$ cat src/rtl/lsu_mem_master_if.sv
// Load/store request, response and data-memory port bundle for lsu_mem_master.
// Signals (names as seen from the LSU):
//   i_req_valid/o_req_ready  request handshake
//   i_req_we/funct3/addr/wdata  request fields
//   o_rsp_valid/err/rdata  one-cycle response
//   o_mem_addr/wdata/mask/wren, i_mem_rdata  word-aligned memory port
// Modports: master = the LSU itself, slave = core + memory side.
interface lsu_mem_master_if #(
    parameter int ADDR_W = 16
);
    logic              i_req_valid;
    logic              o_req_ready;
    logic              i_req_we;
    logic [2:0]        i_req_funct3;
    logic [31:0]       i_req_addr;
    logic [31:0]       i_req_wdata;
    logic              o_rsp_valid;
    logic              o_rsp_err;
    logic [31:0]       o_rsp_rdata;
    logic [ADDR_W-1:0] o_mem_addr;
    logic [31:0]       o_mem_wdata;
    logic [3:0]        o_mem_mask;
    logic              o_mem_wren;
    logic [31:0]       i_mem_rdata;

    modport master (
        input  i_req_valid, i_req_we, i_req_funct3,
        input  i_req_addr, i_req_wdata, i_mem_rdata,
        output o_req_ready, o_rsp_valid, o_rsp_err, o_rsp_rdata,
        output o_mem_addr, o_mem_wdata, o_mem_mask, o_mem_wren
    );

    modport slave (
        output i_req_valid, i_req_we, i_req_funct3,
        output i_req_addr, i_req_wdata, i_mem_rdata,
        input  o_req_ready, o_rsp_valid, o_rsp_err, o_rsp_rdata,
        input  o_mem_addr, o_mem_wdata, o_mem_mask, o_mem_wren
    );
endinterface

$ cat src/rtl/lsu_mem_master.sv
// RV32I load/store initiator: word-aligned byte-masked memory accesses,
// splitting of word-crossing accesses, byte placement and load extension.
// Ports: i_clk, i_reset (sync, active high), bus (lsu_mem_master_if.master)
//   carrying the request handshake, the response pulse and the memory port.
module lsu_mem_master #(
    parameter int ADDR_W   = 16,
    parameter bit SPLIT_EN = 1'b1
) (
    input  logic                  i_clk,
    input  logic                  i_reset,
    lsu_mem_master_if.master      bus
);
    typedef enum logic [1:0] {IDLE, ACC0, ACC1, DONE} state_t;

    state_t            state_q;
    logic              ready_q;
    logic              we_q;
    logic              split_q;
    logic [2:0]        f3_q;
    logic [1:0]        off_q;
    logic [ADDR_W-1:0] a_q;
    logic [3:0]        hi_mask_q;
    logic [31:0]       hi_wdata_q;
    logic [31:0]       cap_q;
    logic [ADDR_W-1:0] mem_addr_q;
    logic [31:0]       mem_wdata_q;
    logic [3:0]        mem_mask_q;
    logic              mem_wren_q;
    logic              rsp_valid_q;
    logic              rsp_err_q;
    logic [31:0]       rsp_rdata_q;

    // request decode
    logic        accept;
    logic        legal_f3;
    logic        range_err;
    logic        split;
    logic        req_err;
    logic [1:0]  off;
    logic [3:0]  smask;
    logic [7:0]  lanes;
    logic [63:0] wsh;

    assign accept    = bus.i_req_valid & ready_q;
    assign off       = bus.i_req_addr[1:0];
    assign legal_f3  = bus.i_req_funct3 inside {3'd0, 3'd1, 3'd2, 3'd4, 3'd5};
    assign range_err = (bus.i_req_addr >> ADDR_W) != 32'd0;

    always_comb begin
        smask = 4'b1111;
        case (bus.i_req_funct3[1:0])
            2'd0:    smask = 4'b0001;
            2'd1:    smask = 4'b0011;
            default: smask = 4'b1111;
        endcase
    end

    // lanes[3:0] is the first word, lanes[7:4] the spill into the next word
    assign lanes   = {4'b0000, smask} << off;
    assign split   = |lanes[7:4];
    assign req_err = !legal_f3 | range_err | (split & !SPLIT_EN);
    assign wsh     = {32'd0, bus.i_req_wdata} << {off, 3'b000};

    // load capture
    logic [31:0] lane_bits;
    logic [31:0] rd_m;
    logic [5:0]  up_sh;
    logic [31:0] cap_d;

    assign lane_bits = {{8{mem_mask_q[3]}}, {8{mem_mask_q[2]}},
                        {8{mem_mask_q[1]}}, {8{mem_mask_q[0]}}};
    assign rd_m      = bus.i_mem_rdata & lane_bits;
    assign up_sh     = 6'd32 - {1'b0, off_q, 3'b000};

    always_comb begin
        cap_d = cap_q;
        case (state_q)
            ACC0:    cap_d = rd_m >> {off_q, 3'b000};
            ACC1:    cap_d = cap_q | (rd_m << up_sh);
            default: cap_d = cap_q;
        endcase
    end

    function automatic logic [31:0] ext(input logic [2:0] f3,
                                        input logic [31:0] v);
        case (f3)
            3'd0:    ext = {{24{v[7]}}, v[7:0]};
            3'd1:    ext = {{16{v[15]}}, v[15:0]};
            3'd4:    ext = {24'd0, v[7:0]};
            3'd5:    ext = {16'd0, v[15:0]};
            default: ext = v;
        endcase
    endfunction

    always_ff @(posedge i_clk) begin
        if (i_reset) begin
            state_q     <= IDLE;
            ready_q     <= 1'b0;
            we_q        <= 1'b0;
            split_q     <= 1'b0;
            f3_q        <= 3'd0;
            off_q       <= 2'd0;
            a_q         <= '0;
            hi_mask_q   <= 4'd0;
            hi_wdata_q  <= 32'd0;
            cap_q       <= 32'd0;
            mem_addr_q  <= '0;
            mem_wdata_q <= 32'd0;
            mem_mask_q  <= 4'd0;
            mem_wren_q  <= 1'b0;
            rsp_valid_q <= 1'b0;
            rsp_err_q   <= 1'b0;
            rsp_rdata_q <= 32'd0;
        end else begin
            unique case (state_q)
                IDLE: begin
                    ready_q <= 1'b1;
                    if (accept) begin
                        ready_q    <= 1'b0;
                        we_q       <= bus.i_req_we;
                        f3_q       <= bus.i_req_funct3;
                        off_q      <= off;
                        split_q    <= split;
                        a_q        <= {bus.i_req_addr[ADDR_W-1:2], 2'b00};
                        hi_mask_q  <= lanes[7:4];
                        hi_wdata_q <= wsh[63:32];
                        cap_q      <= 32'd0;
                        if (req_err) begin
                            state_q     <= DONE;
                            rsp_valid_q <= 1'b1;
                            rsp_err_q   <= 1'b1;
                            rsp_rdata_q <= 32'd0;
                        end else begin
                            state_q     <= ACC0;
                            mem_addr_q  <= {bus.i_req_addr[ADDR_W-1:2], 2'b00};
                            mem_mask_q  <= lanes[3:0];
                            mem_wdata_q <= wsh[31:0];
                            mem_wren_q  <= bus.i_req_we;
                        end
                    end
                end
                ACC0, ACC1: begin
                    cap_q <= cap_d;
                    if (state_q == ACC0 && split_q) begin
                        state_q     <= ACC1;
                        mem_addr_q  <= a_q + ADDR_W'(4);
                        mem_mask_q  <= hi_mask_q;
                        mem_wdata_q <= hi_wdata_q;
                        mem_wren_q  <= we_q;
                    end else begin
                        state_q     <= DONE;
                        mem_addr_q  <= '0;
                        mem_mask_q  <= 4'd0;
                        mem_wdata_q <= 32'd0;
                        mem_wren_q  <= 1'b0;
                        rsp_valid_q <= 1'b1;
                        rsp_err_q   <= 1'b0;
                        rsp_rdata_q <= we_q ? 32'd0 : ext(f3_q, cap_d);
                    end
                end
                DONE: begin
                    state_q     <= IDLE;
                    ready_q     <= 1'b1;
                    rsp_valid_q <= 1'b0;
                    rsp_err_q   <= 1'b0;
                    rsp_rdata_q <= 32'd0;
                end
            endcase
        end
    end

    // Reset gates the outputs in its own cycle so a pending ACC1 write
    // cannot land on the edge that aborts the operation.
    assign bus.o_req_ready = ready_q & ~i_reset;
    assign bus.o_rsp_valid = rsp_valid_q & ~i_reset;
    assign bus.o_rsp_err   = rsp_err_q & ~i_reset;
    assign bus.o_rsp_rdata = i_reset ? 32'd0 : rsp_rdata_q;
    assign bus.o_mem_addr  = i_reset ? '0 : mem_addr_q;
    assign bus.o_mem_wdata = i_reset ? 32'd0 : mem_wdata_q;
    assign bus.o_mem_mask  = i_reset ? 4'd0 : mem_mask_q;
    assign bus.o_mem_wren  = mem_wren_q & ~i_reset;
endmodule

$ cat src/flat_wrapper.sv
// flat-port wrapper written by rule: the top's interface ports become plain ports
module lsu_mem_master_flat 
#(
    parameter int ADDR_W   = 16,
    parameter bit SPLIT_EN = 1'b1
)
  (i_clk, i_reset, bus_i_req_valid, bus_i_req_we, bus_i_req_funct3, bus_i_req_addr, bus_i_req_wdata, bus_i_mem_rdata, bus_o_req_ready, bus_o_rsp_valid, bus_o_rsp_err, bus_o_rsp_rdata, bus_o_mem_addr, bus_o_mem_wdata, bus_o_mem_mask, bus_o_mem_wren);
  lsu_mem_master_if #(.ADDR_W(ADDR_W)) bus_i ();
  input  logic i_clk;
  input  logic i_reset;
  input wire logic [$bits(bus_i.i_req_valid)-1:0] bus_i_req_valid;
  input wire logic [$bits(bus_i.i_req_we)-1:0] bus_i_req_we;
  input wire logic [$bits(bus_i.i_req_funct3)-1:0] bus_i_req_funct3;
  input wire logic [$bits(bus_i.i_req_addr)-1:0] bus_i_req_addr;
  input wire logic [$bits(bus_i.i_req_wdata)-1:0] bus_i_req_wdata;
  input wire logic [$bits(bus_i.i_mem_rdata)-1:0] bus_i_mem_rdata;
  output wire logic [$bits(bus_i.o_req_ready)-1:0] bus_o_req_ready;
  output wire logic [$bits(bus_i.o_rsp_valid)-1:0] bus_o_rsp_valid;
  output wire logic [$bits(bus_i.o_rsp_err)-1:0] bus_o_rsp_err;
  output wire logic [$bits(bus_i.o_rsp_rdata)-1:0] bus_o_rsp_rdata;
  output wire logic [$bits(bus_i.o_mem_addr)-1:0] bus_o_mem_addr;
  output wire logic [$bits(bus_i.o_mem_wdata)-1:0] bus_o_mem_wdata;
  output wire logic [$bits(bus_i.o_mem_mask)-1:0] bus_o_mem_mask;
  output wire logic [$bits(bus_i.o_mem_wren)-1:0] bus_o_mem_wren;
  assign bus_i.i_req_valid = bus_i_req_valid;
  assign bus_i.i_req_we = bus_i_req_we;
  assign bus_i.i_req_funct3 = bus_i_req_funct3;
  assign bus_i.i_req_addr = bus_i_req_addr;
  assign bus_i.i_req_wdata = bus_i_req_wdata;
  assign bus_i.i_mem_rdata = bus_i_mem_rdata;
  assign bus_o_req_ready = bus_i.o_req_ready;
  assign bus_o_rsp_valid = bus_i.o_rsp_valid;
  assign bus_o_rsp_err = bus_i.o_rsp_err;
  assign bus_o_rsp_rdata = bus_i.o_rsp_rdata;
  assign bus_o_mem_addr = bus_i.o_mem_addr;
  assign bus_o_mem_wdata = bus_i.o_mem_wdata;
  assign bus_o_mem_mask = bus_i.o_mem_mask;
  assign bus_o_mem_wren = bus_i.o_mem_wren;
  lsu_mem_master #(.ADDR_W(ADDR_W), .SPLIT_EN(SPLIT_EN)) u_core (.i_clk(i_clk), .i_reset(i_reset), .bus(bus_i));
endmodule
$ cat config.mk
export PLATFORM = sky130hd
export DESIGN_NAME = lsu_mem_master_flat
export DESIGN_NICKNAME = d
export VERILOG_FILES = /design/src/rtl/lsu_mem_master_if.sv /design/src/rtl/lsu_mem_master.sv /design/src/flat_wrapper.sv
export SDC_FILE = /design/constraint.sdc
export NUM_CORES = 1
export LEC_CHECK = 0
export CAP_MARGIN = 5
export CORE_AREA = 2 2 110 165
export CTS_CLUSTER_SIZE = 24
export DETAILED_ROUTE_END_ITERATION = 12
export DIE_AREA = 0 0 112 167
export PLACE_DENSITY = 0.82
export SYNTH_ARGS = -nofsm -noshare
export SYNTH_HDL_FRONTEND = slang
export SYNTH_SLANG_ARGS = --single-unit
$ cat constraint.sdc
create_clock -name i_clk -period 8.5 [get_ports i_clk]
set_clock_uncertainty 0.1 [all_clocks]
set_input_delay 0.85 -clock i_clk [delete_from_list [all_inputs] [get_ports i_clk]]
set_output_delay 0.85 -clock i_clk [all_outputs]
set_load 0.005 [all_outputs]
* Word level (Yosys, flattened, before mapping) *
Cells that the tools add are included.

storage, ports and cells
  memories = 0
  word-level logic and storage cells = 105
  input bits = 103
  memory bits (writable) = 0
  output and inout port bits = 88
  latch bits = 0
  bits in read-only memories = 0
  bits in registers = 179

cells by class
  add/subtract/negate cells = 2
  magnitude comparators = 0
  bitwise logic cells = 9
  reduce and logical (&&, ||, !) cells = 16
  eq/ne operators = 15
  divide/modulo/power cells = 0
  multiply operators = 0
  multiplexer cells = 42
  shifts and indexed selects = 4

operator list
  cell                   number
  $mux 32                10
  $pmux 32 s2            3
  $pmux 32 s4            1
  $pmux 32 s3            1
  $mux 16                4
  $shl 32x5->64          1
  $and 32x32->32         1
  $or 32x32->32          1
  $pmux 16 s2            1
  $reduce_bool 32->1     1
  $shl 32x6->32          1
  $shr 32x5->32          1
  $add 16x3->16 const B  1
  $mux 4                 4
  $pmux 4 s2             2
  $eq 3x3->1 const B     4
  $mux 1                 9
  $shl 4x2->8            1
  $eq 3x1->1 const B     2
  $logic_not 3->1        2
  $pmux 1 s3             2
  $pmux 2 s3             1
  $reduce_and 3->1       2
  $sub 6x5->6 const A    1
  18 further kinds       31

* Depth between registers and ports, before layout *
Gate-level depths: netlist of the first run.

  word-level depth = 8
  gate-level depth with buffers = 12
  gate-level depth less buffers = 7

* Worst setup path after synthesis of the first run *
OpenSTA, ideal clock, no wires.

  path kind = register -> register
  start point = register u_core.off_q[0]
  end point = register u_core.rsp_rdata_q[21]
  library setup time = 0.084 ns
  buffers on the path = 5
  setup slack = 5.540 ns
  stages on the path, launching flop included = 12
  data required time = 8.316 ns
  arrival = 2.776 ns
  clock period less this slack = 2.960 ns
  cells stage by stage = dfxtp_1 > buf_4 > clkbuf_1 > clkbuf_1 > inv_1 > ha_1 > or3b_1 > bufbuf_16 > o211ai_1 > a221oi_4 > buf_6 > o31ai_2

between the ends
  cells in the longest elaborated chain, start to end = 8
  elaborated cells between the ends (all ways) = 9

ends and longest elaborated chain
  what                      line                   source
  start: declaration        lsu_mem_master.sv:20   logic [1:0] off_q;
  start signal: assignment  lsu_mem_master.sv:102  off_q <= 2'd0;
  start signal: assignment  lsu_mem_master.sv:122  off_q <= off;
  $sub 6x5->6               lsu_mem_master.sv:73   assign up_sh = 6'd32 - {1'b0, off_q, 3'b000};
  $shl 32x6->32             lsu_mem_master.sv:79   ACC1: cap_d = cap_q | (rd_m << up_sh);
  $or 32x32->32             lsu_mem_master.sv:79
  $pmux 32 s2 *             lsu_mem_master.sv:77   case (state_q)
  $pmux 32 s4 *             lsu_mem_master.sv:86   case (f3)
  $mux 32 *                 lsu_mem_master.sv:158  rsp_rdata_q <= we_q ? 32'd0 : ext(f3_q, cap_d);
  $mux 32 *                 lsu_mem_master.sv:144  if (state_q == ACC0 && split_q) begin
  $pmux 32 s3 *             lsu_mem_master.sv:115  unique case (state_q)
  end signal: assignment    lsu_mem_master.sv:158
  end: declaration          lsu_mem_master.sv:31   logic [31:0] rsp_rdata_q;

Every way passes the cells marked *; elsewhere a longest branch is shown, timed or not. The select of a mux whose other input is x is not followed.
A chain may end at the register's enable or synchronous reset.

* Worst setup path after layout of the first run *
  start point = register u_core.state_q[0]
  end point = register u_core.rsp_rdata_q[31]

between the ends
  cells in the longest elaborated chain, start to end = 6
  elaborated cells between the ends (all ways) = 15

ends and longest elaborated chain
  what                                             line                                                                source
  start: declaration                               lsu_mem_master.sv:15                                                state_t state_q;
  start signal: assignment                         lsu_mem_master.sv:97                                                state_q <= IDLE;
  start signal: assignment                         lsu_mem_master.sv:129                                               state_q <= DONE;
  start signal: assignment                         lsu_mem_master.sv:134                                               state_q <= ACC0;
  $eq 2x2->1 / $eq 2x1->1 (equally long branches)  lsu_mem_master.sv:77, lsu_mem_master.sv:115, lsu_mem_master.sv:144
  $pmux 32 s2                                      lsu_mem_master.sv:77
  $pmux 32 s4                                      lsu_mem_master.sv:86
  $mux 32                                          lsu_mem_master.sv:158
  $mux 32                                          lsu_mem_master.sv:144
  $pmux 32 s3                                      lsu_mem_master.sv:115

Several ways; a longest one is shown, not always the timed one. The select of a mux whose other input is x is not followed.

==> flow_metrics.tcl, run 1 <==
set metrics [dict create \
    reg2reg_slack_ns 4.70 \
    power.internal_mw 2.02 \
    grt-ovfl-total 0 \
    timing.hold.ws_ns 0.352 \
    cts_tree "yes" \
    timing.fmax_mhz 263 \
    ir_drop_mv 0.302 \
    avgSynthCellArea_um2 8.01 \
    tns_ns 0 \
    postCtsHoldBufs 0 \
    yosysUniqueCellTypes 62 \
    ys.flop_type "dfxtp_1" \
    fin_crit_sh_pct 44.8 \
    pwr_density_cell_nw_per_um2 294 \
    dp_hpwl_mm 20.8 \
    ys_seq_elements 168 \
    clock_latency_ns 0.43 \
    final_area_um2 11800 \
    std_cell_rows 59 \
    totalWireLength_mm 30.9 \
    hold_viol_final 0 \
    die_x_um 112 \
    seqCellArea_um2 3360 \
    clock_sinks 168 \
    cts_resized 0 \
    place_area_um2 11200 \
    grt_pass1_vias 8879 \
    fin_crit_ns 3.80 \
    viasPerCell 6.30 \
    clkPwrFrac_pct 21.5 \
    cts-root-buf "clkbuf_16" \
    holdCritPathClass "reg2reg" \
    synth-async-reset-ratio_pct 0 \
    first_iter_violations 898 \
    core_area_um2 17300 \
    synthCells 1184 \
    ant_nets 0 \
    layout-drive-gt1-share_pct 7.52 \
    p_seq_share_pct 32.3 \
    fill_cells 1454 \
    leakagePower_nw 4.06 \
    yosysWarningCount 0 \
    gp_congestion 0.967 \
    start_util_pct 54.9 \
    seq_area_frac_synth_pct 35.5 \
    ios 191 \
    min_path_cells 2 \
    slew_headroom_pct 22.1 \
    arrival_ns 4.04 \
    numPortBuffers 188 \
    rsz0062_at_grt "no" \
    cts.path.max_buffers 2 \
    grt_max_degree 179 \
    drt_pass1_iterations 6 \
    criticalPathCategory "reg2reg" \
    cts_buffers 17 \
    synth_edf_count 0 \
    clk_pin_slew_ns 0.06 \
    antenna_found_initial 2 \
    tightest_slew_ns 1.15 \
    switching_share_pct 41.9 \
    die_y_um 167 \
    multi_input_area_um2 5530 \
    worstPathMaxFanout 30 \
    wire_per_inst_um 20.3 \
    area_growth_pct 24.2 \
    dieArea_um2 18700 \
    pwr-share-comb_pct 46.2 \
    status "finished, final reports clean" \
    cts_htree_levels 4 \
    max_cap_violations 0 \
    setup_viol 0 \
    grt_pass1_wl_mm 47.5 \
    setup.worst_path.end_class "register" \
    slew_violations 0 \
    post_cts_buffers 0 \
    required_ns 8.73 \
    critical_path.startpoint_type "register" \
    syn_area_um2 9480 \
    p_switching_mw 1.45 \
    drc_errors 0 \
    power_mw 3.47 \
    vias 9570 \
    r2r_cells 9 \
    nets 1401 \
    track_usage_pct 31.6 \
]
-- through the flow --
stage / util, % / setup WS [ns] / instances
after floorplan: - / 5.54 / 1185
final: 68.2 / 4.70 / 1519
after global placement: 64.9 / 4.69 / 1485
after CTS: 68.2 / 4.71 / 1517
after detailed placement: 64.9 / 4.68 / 1485
after global routing: 68.2 / 4.55 / 1519
-- cells in the final DEF (no fill, tap or decap), types with 6 or more instances in the layout --
master	Yosys	routed
clkdlybuf4s50_1	0	187
dfxtp_1	168	168
nor2_1	131	130
a21oi_1	112	112
nand2_1	87	87
nor2b_1	86	86
a211oi_1	66	66
o21ai_0	60	60
a22oi_1	50	50
nand3_1	31	30
and3b_1	23	23
and3_1	20	19
nor3_1	18	18
mux2i_1	17	17
clkbuf_16	0	17
mux2_2	16	16
o2bb2ai_1	15	15
buf_4	5	14
and2b_2	10	10
o211ai_1	10	10
a221oi_1	10	10
xnor2_1	10	10
o31ai_2	10	10
inv_1	9	9
nand3b_1	9	9
o22ai_1	8	8
o2111ai_1	7	7
o221ai_1	7	7
o31ai_1	7	7
a222oi_1	7	7
ha_1	7	7
and2_1	6	6
nand4_1	6	6
clkinvlp_4	0	6
-- power groups by stage --
stage / Clock, mW / Combinational (mW) / Sequential [mW]
2_1_floorplan: 0 / 1.13 / 1.07
3_3_place_gp: 0 / 1.54 / 1.13
3_5_place_dp: 0 / 1.57 / 1.13
4_1_cts: 0.751 / 1.59 / 1.12
5_1_grt: 0.781 / 1.73 / 1.14
6_report: 0.744 / 1.60 / 1.12
-- layout make-up --
class	instances	share of cell area, %
tap	213	2.26
multi-input combinational	889	47.0
timing repair buffer	203	17.1
inverter	12	0.382
antenna	2	0.0425
clock inverter	12	1.03
sequential	168	28.6
clock buffer	20	3.71
-- worst max-delay path, stage by stage, from the launching register on --
cell and delay [ns]:
dfxtp_1 0.34, inv_1 0.11, ha_1 0.15, buf_4 0.32, nor4bb_1 1.02, buf_4 0.30
a221oi_2 0.08, a311oi_4 0.62, a221oi_4 0.32, o31ai_1 0.33
-- metal layers --
layer,vias up,GRT usage [%],routed length [µm]
li1,4513,-,-
met1,4475,37.5,11500
met2,489,53.7,15400
met3,93,4.73,2150
met4,0,18.7,1880
met5,-,0,0
-- Yosys cell counts (all sizes together), types with 3 or more instances --
cell / count / area, µm²
and4: 3 / 26.3
o31ai: 17 / 178
o21ai: 60 / 300
nor2: 131 / 492
mux2i: 17 / 170
dfxtp: 168 / 3360
nand3b: 9 / 67.6
nor2b: 86 / 538
nor3b: 3 / 22.5
and3: 22 / 140
nand4: 6 / 37.5
ha: 7 / 87.6
nor3: 18 / 90.1
and2b: 10 / 87.6
a21oi: 112 / 561
nand2b: 3 / 18.8
inv: 10 / 37.5
a22oi: 50 / 375
a221oi: 12 / 129
a222oi: 7 / 70.1
or4: 3 / 22.5
buf: 22 / 120
o2bb2ai: 15 / 131
mux2: 16 / 180
o22ai: 8 / 50.1
a211oi: 66 / 495
and2: 6 / 37.5
nor4: 3 / 18.8
or2: 3 / 18.8
and3b: 24 / 211
nand2: 87 / 327
a311oi: 3 / 43.8
xnor2: 10 / 87.6
clkbuf: 92 / 385
nor4bb: 3 / 30.0
o211ai: 10 / 75.1
nand3: 31 / 155
o221ai: 7 / 61.3
o2111ai: 7 / 61.3
-- logic make-up (layout without fill, tap and decap cells) --
| family | after synthesis | after routing | synth area share (%) |
|---|---|---|---|
| buffers and inverters | 128 | 247 | 6.49 |
| other | 1 | 4 | 0.0395 |
| DFF | 168 | 168 | 35.5 |
| AOI/OAI and AO/OA | 382 | 382 | 27.4 |
| xor gates and xnor gates | 12 | 12 | 1.11 |
| muxes | 33 | 33 | 3.69 |
| adders and majority gates | 7 | 7 | 0.924 |
| and+or+nand+nor | 453 | 453 | 24.9 |
-- worst paths after layout --
check	startpoint	to
worst max register to register	u_core.state_q[0]	u_core.rsp_rdata_q[31]
worst min-delay path	u_core.cap_q[1]	u_core.cap_q[1]
worst min register to register	u_core.cap_q[1]	u_core.cap_q[1]
worst max-delay path	u_core.state_q[0]	u_core.rsp_rdata_q[31]
-- sequential cells by signal, indices dropped and copies added (netlist names), 2 cells and up --
register	count
u_core.mem_addr_q	14
u_core.state_q	2
u_core.off_q	2
u_core.f3_q	3
u_core.mem_mask_q	4
u_core.cap_q	32
u_core.hi_mask_q	3
u_core.hi_wdata_q	24
u_core.mem_wdata_q	32
u_core.rsp_rdata_q	32
u_core.a_q	14
(Power assumes the default switching activity.)
==> run 2, diff against run 1 <==
--- a/config.mk
+++ b/config.mk
@@ -6,11 +6,11 @@
 export NUM_CORES = 1
 export LEC_CHECK = 0
 export CAP_MARGIN = 5
-export CORE_AREA = 2 2 110 165
+export CORE_AREA = 2 2 119 179
 export CTS_CLUSTER_SIZE = 24
 export DETAILED_ROUTE_END_ITERATION = 12
-export DIE_AREA = 0 0 112 167
-export PLACE_DENSITY = 0.82
+export DIE_AREA = 0 0 121 181
+export PLACE_DENSITY = 0.74
 export SYNTH_ARGS = -nofsm -noshare
 export SYNTH_HDL_FRONTEND = slang
 export SYNTH_SLANG_ARGS = --single-unit
==> constraint.sdc (replaced) <==
create_clock -name i_clk -period 3.5 [get_ports i_clk]
set_clock_uncertainty 0.1 [all_clocks]
set_input_delay 0.35 -clock i_clk [delete_from_list [all_inputs] [get_ports i_clk]]
set_output_delay 0.35 -clock i_clk [all_outputs]
set_load 0.005 [all_outputs]
==> run 2 against run 1 <==
Effect of this change: first-iteration DRC count up 8.4%; global-route usage is 3.8 points lower; wire length rose by 1.3%; via count fell by 0.27%; maximum frequency up 31%; setup slack got worse by 4.1 ns; hold slack worse by 0.16 ns; register-to-register slack lost 4.1 ns; sequential power increased by 140%; critical path type unchanged; highest routed layer unchanged.
==> flow_metrics.tcl, run 2 (same netlist as run 1, synthesis figures left out) <==
set metrics [dict create \
    grt_pass1_wl_mm 48.0 \
    postCtsHoldBufs 0 \
    ant_nets 0 \
    ir_drop_mv 0.330 \
    drt_pass1_iterations 5 \
    fill_cells 1850 \
    ios 191 \
    crit_end "u_core.rsp_rdata_q[31]" \
    tightest_slew_ns 0.844 \
    fin_crit_ns 2.90 \
    first_iter_violations 973 \
    final_util_pct 59.2 \
    place_inst 1554 \
    criticalPathCategory "reg2reg" \
    clock_sinks 168 \
    clock_latency_ns 0.43 \
    reg2reg_from "u_core.state_q[0]" \
    critical_path.startpoint_type "register" \
    clkPwrFrac_pct 21.4 \
    totalWireLength_mm 31.3 \
    pwr_density_cell_nw_per_um2 711 \
    track_usage_pct 27.8 \
    layout_common_cells "clkdlybuf4s50_1, dfxtp_1, nor2_1" \
    max_cap_violations 0 \
    crit_start "u_core.state_q[0]" \
    worst_r2r_endpoint "u_core.rsp_rdata_q[31]" \
    pwr-share-comb_pct 46.7 \
    post_cts_buffers 0 \
    wire_per_inst_um 19.8 \
    power.internal_mw 5.03 \
    grt_pass1_vias 8755 \
    layout-drive-gt1-share_pct 8.72 \
    clk_pin_slew_ns 0.06 \
    leakagePower_nw 4.18 \
    tns_ns 0 \
    fin_crit_sh_pct 82.8 \
    gp_congestion 0.949 \
    vias 9544 \
    largest_registers "u_core.cap_q: 32 flops, u_core.mem_wdata_q: 32 flops, u_core.rsp_rdata_q: 32 flops" \
    numPortBuffers 188 \
    drc_errors 0 \
    timing.fmax_mhz 345 \
    status "finished, final reports clean" \
    required_ns 3.74 \
    cts_resized 0 \
    area_growth_pct 26.5 \
    cts_tree "yes" \
    nets 1419 \
    dp_hpwl_mm 22.0 \
    antenna_found_initial 0 \
    start_util_pct 46.8 \
    die_x_um 121 \
    hold_viol_final 0 \
    cts-root-buf "clkbuf_16" \
    crit_chain "inv_1 -> ha_1 -> buf_4 -> or3b_1 -> o211ai_1 -> a221oi_4 -> buf_4 -> o31ai_1" \
    setup_ws_ns 0.601 \
    antennaDiodeCount 0 \
    dieArea_um2 21900 \
    cp_slowest_cell "o211ai_1" \
    worstPathMaxFanout 20 \
    switching_share_pct 41.1 \
    slew_headroom_pct 43.5 \
    place_ws_ns 0.572 \
    critPathMaxStageDelay_ns 0.55 \
    cts_htree_levels 4 \
    final_cells 1583 \
    viasPerCell 6.03 \
    r2r_cells 8 \
    grt-ovfl-total 0 \
    reg2reg_slack_ns 0.60 \
    std_cell_rows 64 \
    die_y_um 181 \
    setup.worst_path.end_class "register" \
    rsz0062_at_grt "no" \
    cts.path.max_buffers 2 \
    cts_buffers 17 \
    holdCritPathClass "in2reg" \
    p_seq_share_pct 31.9 \
    slew_violations 0 \
    setup_viol 0 \
    final_common_cell "clkdlybuf4s50_1" \
    cp_common_cell "buf_4" \
    core_area_um2 20300 \
    p_switching_mw 3.50 \
    arrival_ns 3.14 \
    grt_max_degree 78 \
]
run 2: stage by stage:
| stage | area, µm² | power, mW | hold WS, ns |
|---|---|---|---|
| final | 12000 | 8.53 | 0.191 |
| after global routing | 12000 | 9.01 | 0.203 |
| after CTS | 12000 | 8.53 | 0.179 |
| after detailed placement | 11400 | 6.70 | 0.345 |
| after global placement | 11400 | 6.64 | 0.337 |
| after floorplan | 9490 | 5.34 | 0.332 |
run 2: routing by layer:
layer | track usage, % | up-vias | wire length, µm
met3 | 4.39 | 64 | 1940
met5 | 0 | - | 0
met4 | 12.5 | 0 | 1320
li1 | - | 4537 | -
met1 | 33.2 | 4533 | 12100
met2 | 48.3 | 410 | 16000
run 2: worst min path at each step:
| stage | startpoint | endpoint | slack (ns) | cells after the start |
|---|---|---|---|---|
| 4_1_cts | i_reset | u_core.cap_q[15] | 0.18 | 2 |
| 6_report | i_reset | u_core.cap_q[7] | 0.19 | 2 |
| 5_1_grt | i_reset | u_core.cap_q[15] | 0.20 | 2 |
| 3_3_place_gp | u_core.cap_q[2] | u_core.cap_q[2] | 0.34 | 2 |
| 3_5_place_dp | u_core.hi_wdata_q[8] | u_core.hi_wdata_q[8] | 0.35 | 2 |
| 2_1_floorplan | u_core.hi_wdata_q[16] | u_core.hi_wdata_q[16] | 0.33 | 2 |
run 2: power by group through the flow:
stage          combinational (mW)  clock [mW]  sequential, mW
2_1_floorplan                2.74           0            2.61
3_3_place_gp                 3.90           0            2.74
3_5_place_dp                 3.95           0            2.75
4_1_cts                      3.97        1.85            2.71
5_1_grt                      4.32        1.92            2.77
6_report                     3.98        1.82            2.72
run 2: critical path: cells and delay by family (launching register included):
family	cells	cell delay, ns
compound gates	3	0.94
fa+ha+maj	1	0.23
buf+inv	3	0.64
flops	1	0.34
simple gates	1	0.54
run 2: area by class of cell:
class                      count  area [µm²]  area share, %
sequential                   168        3360           28.0
tap                          264         330           2.75
clock buffer                  20         467           3.89
clock inverter                 9        95.1          0.793
inverter                      12        45.0          0.376
multi-input combinational    889        5530           46.1
timing repair buffer         221        2170           18.1
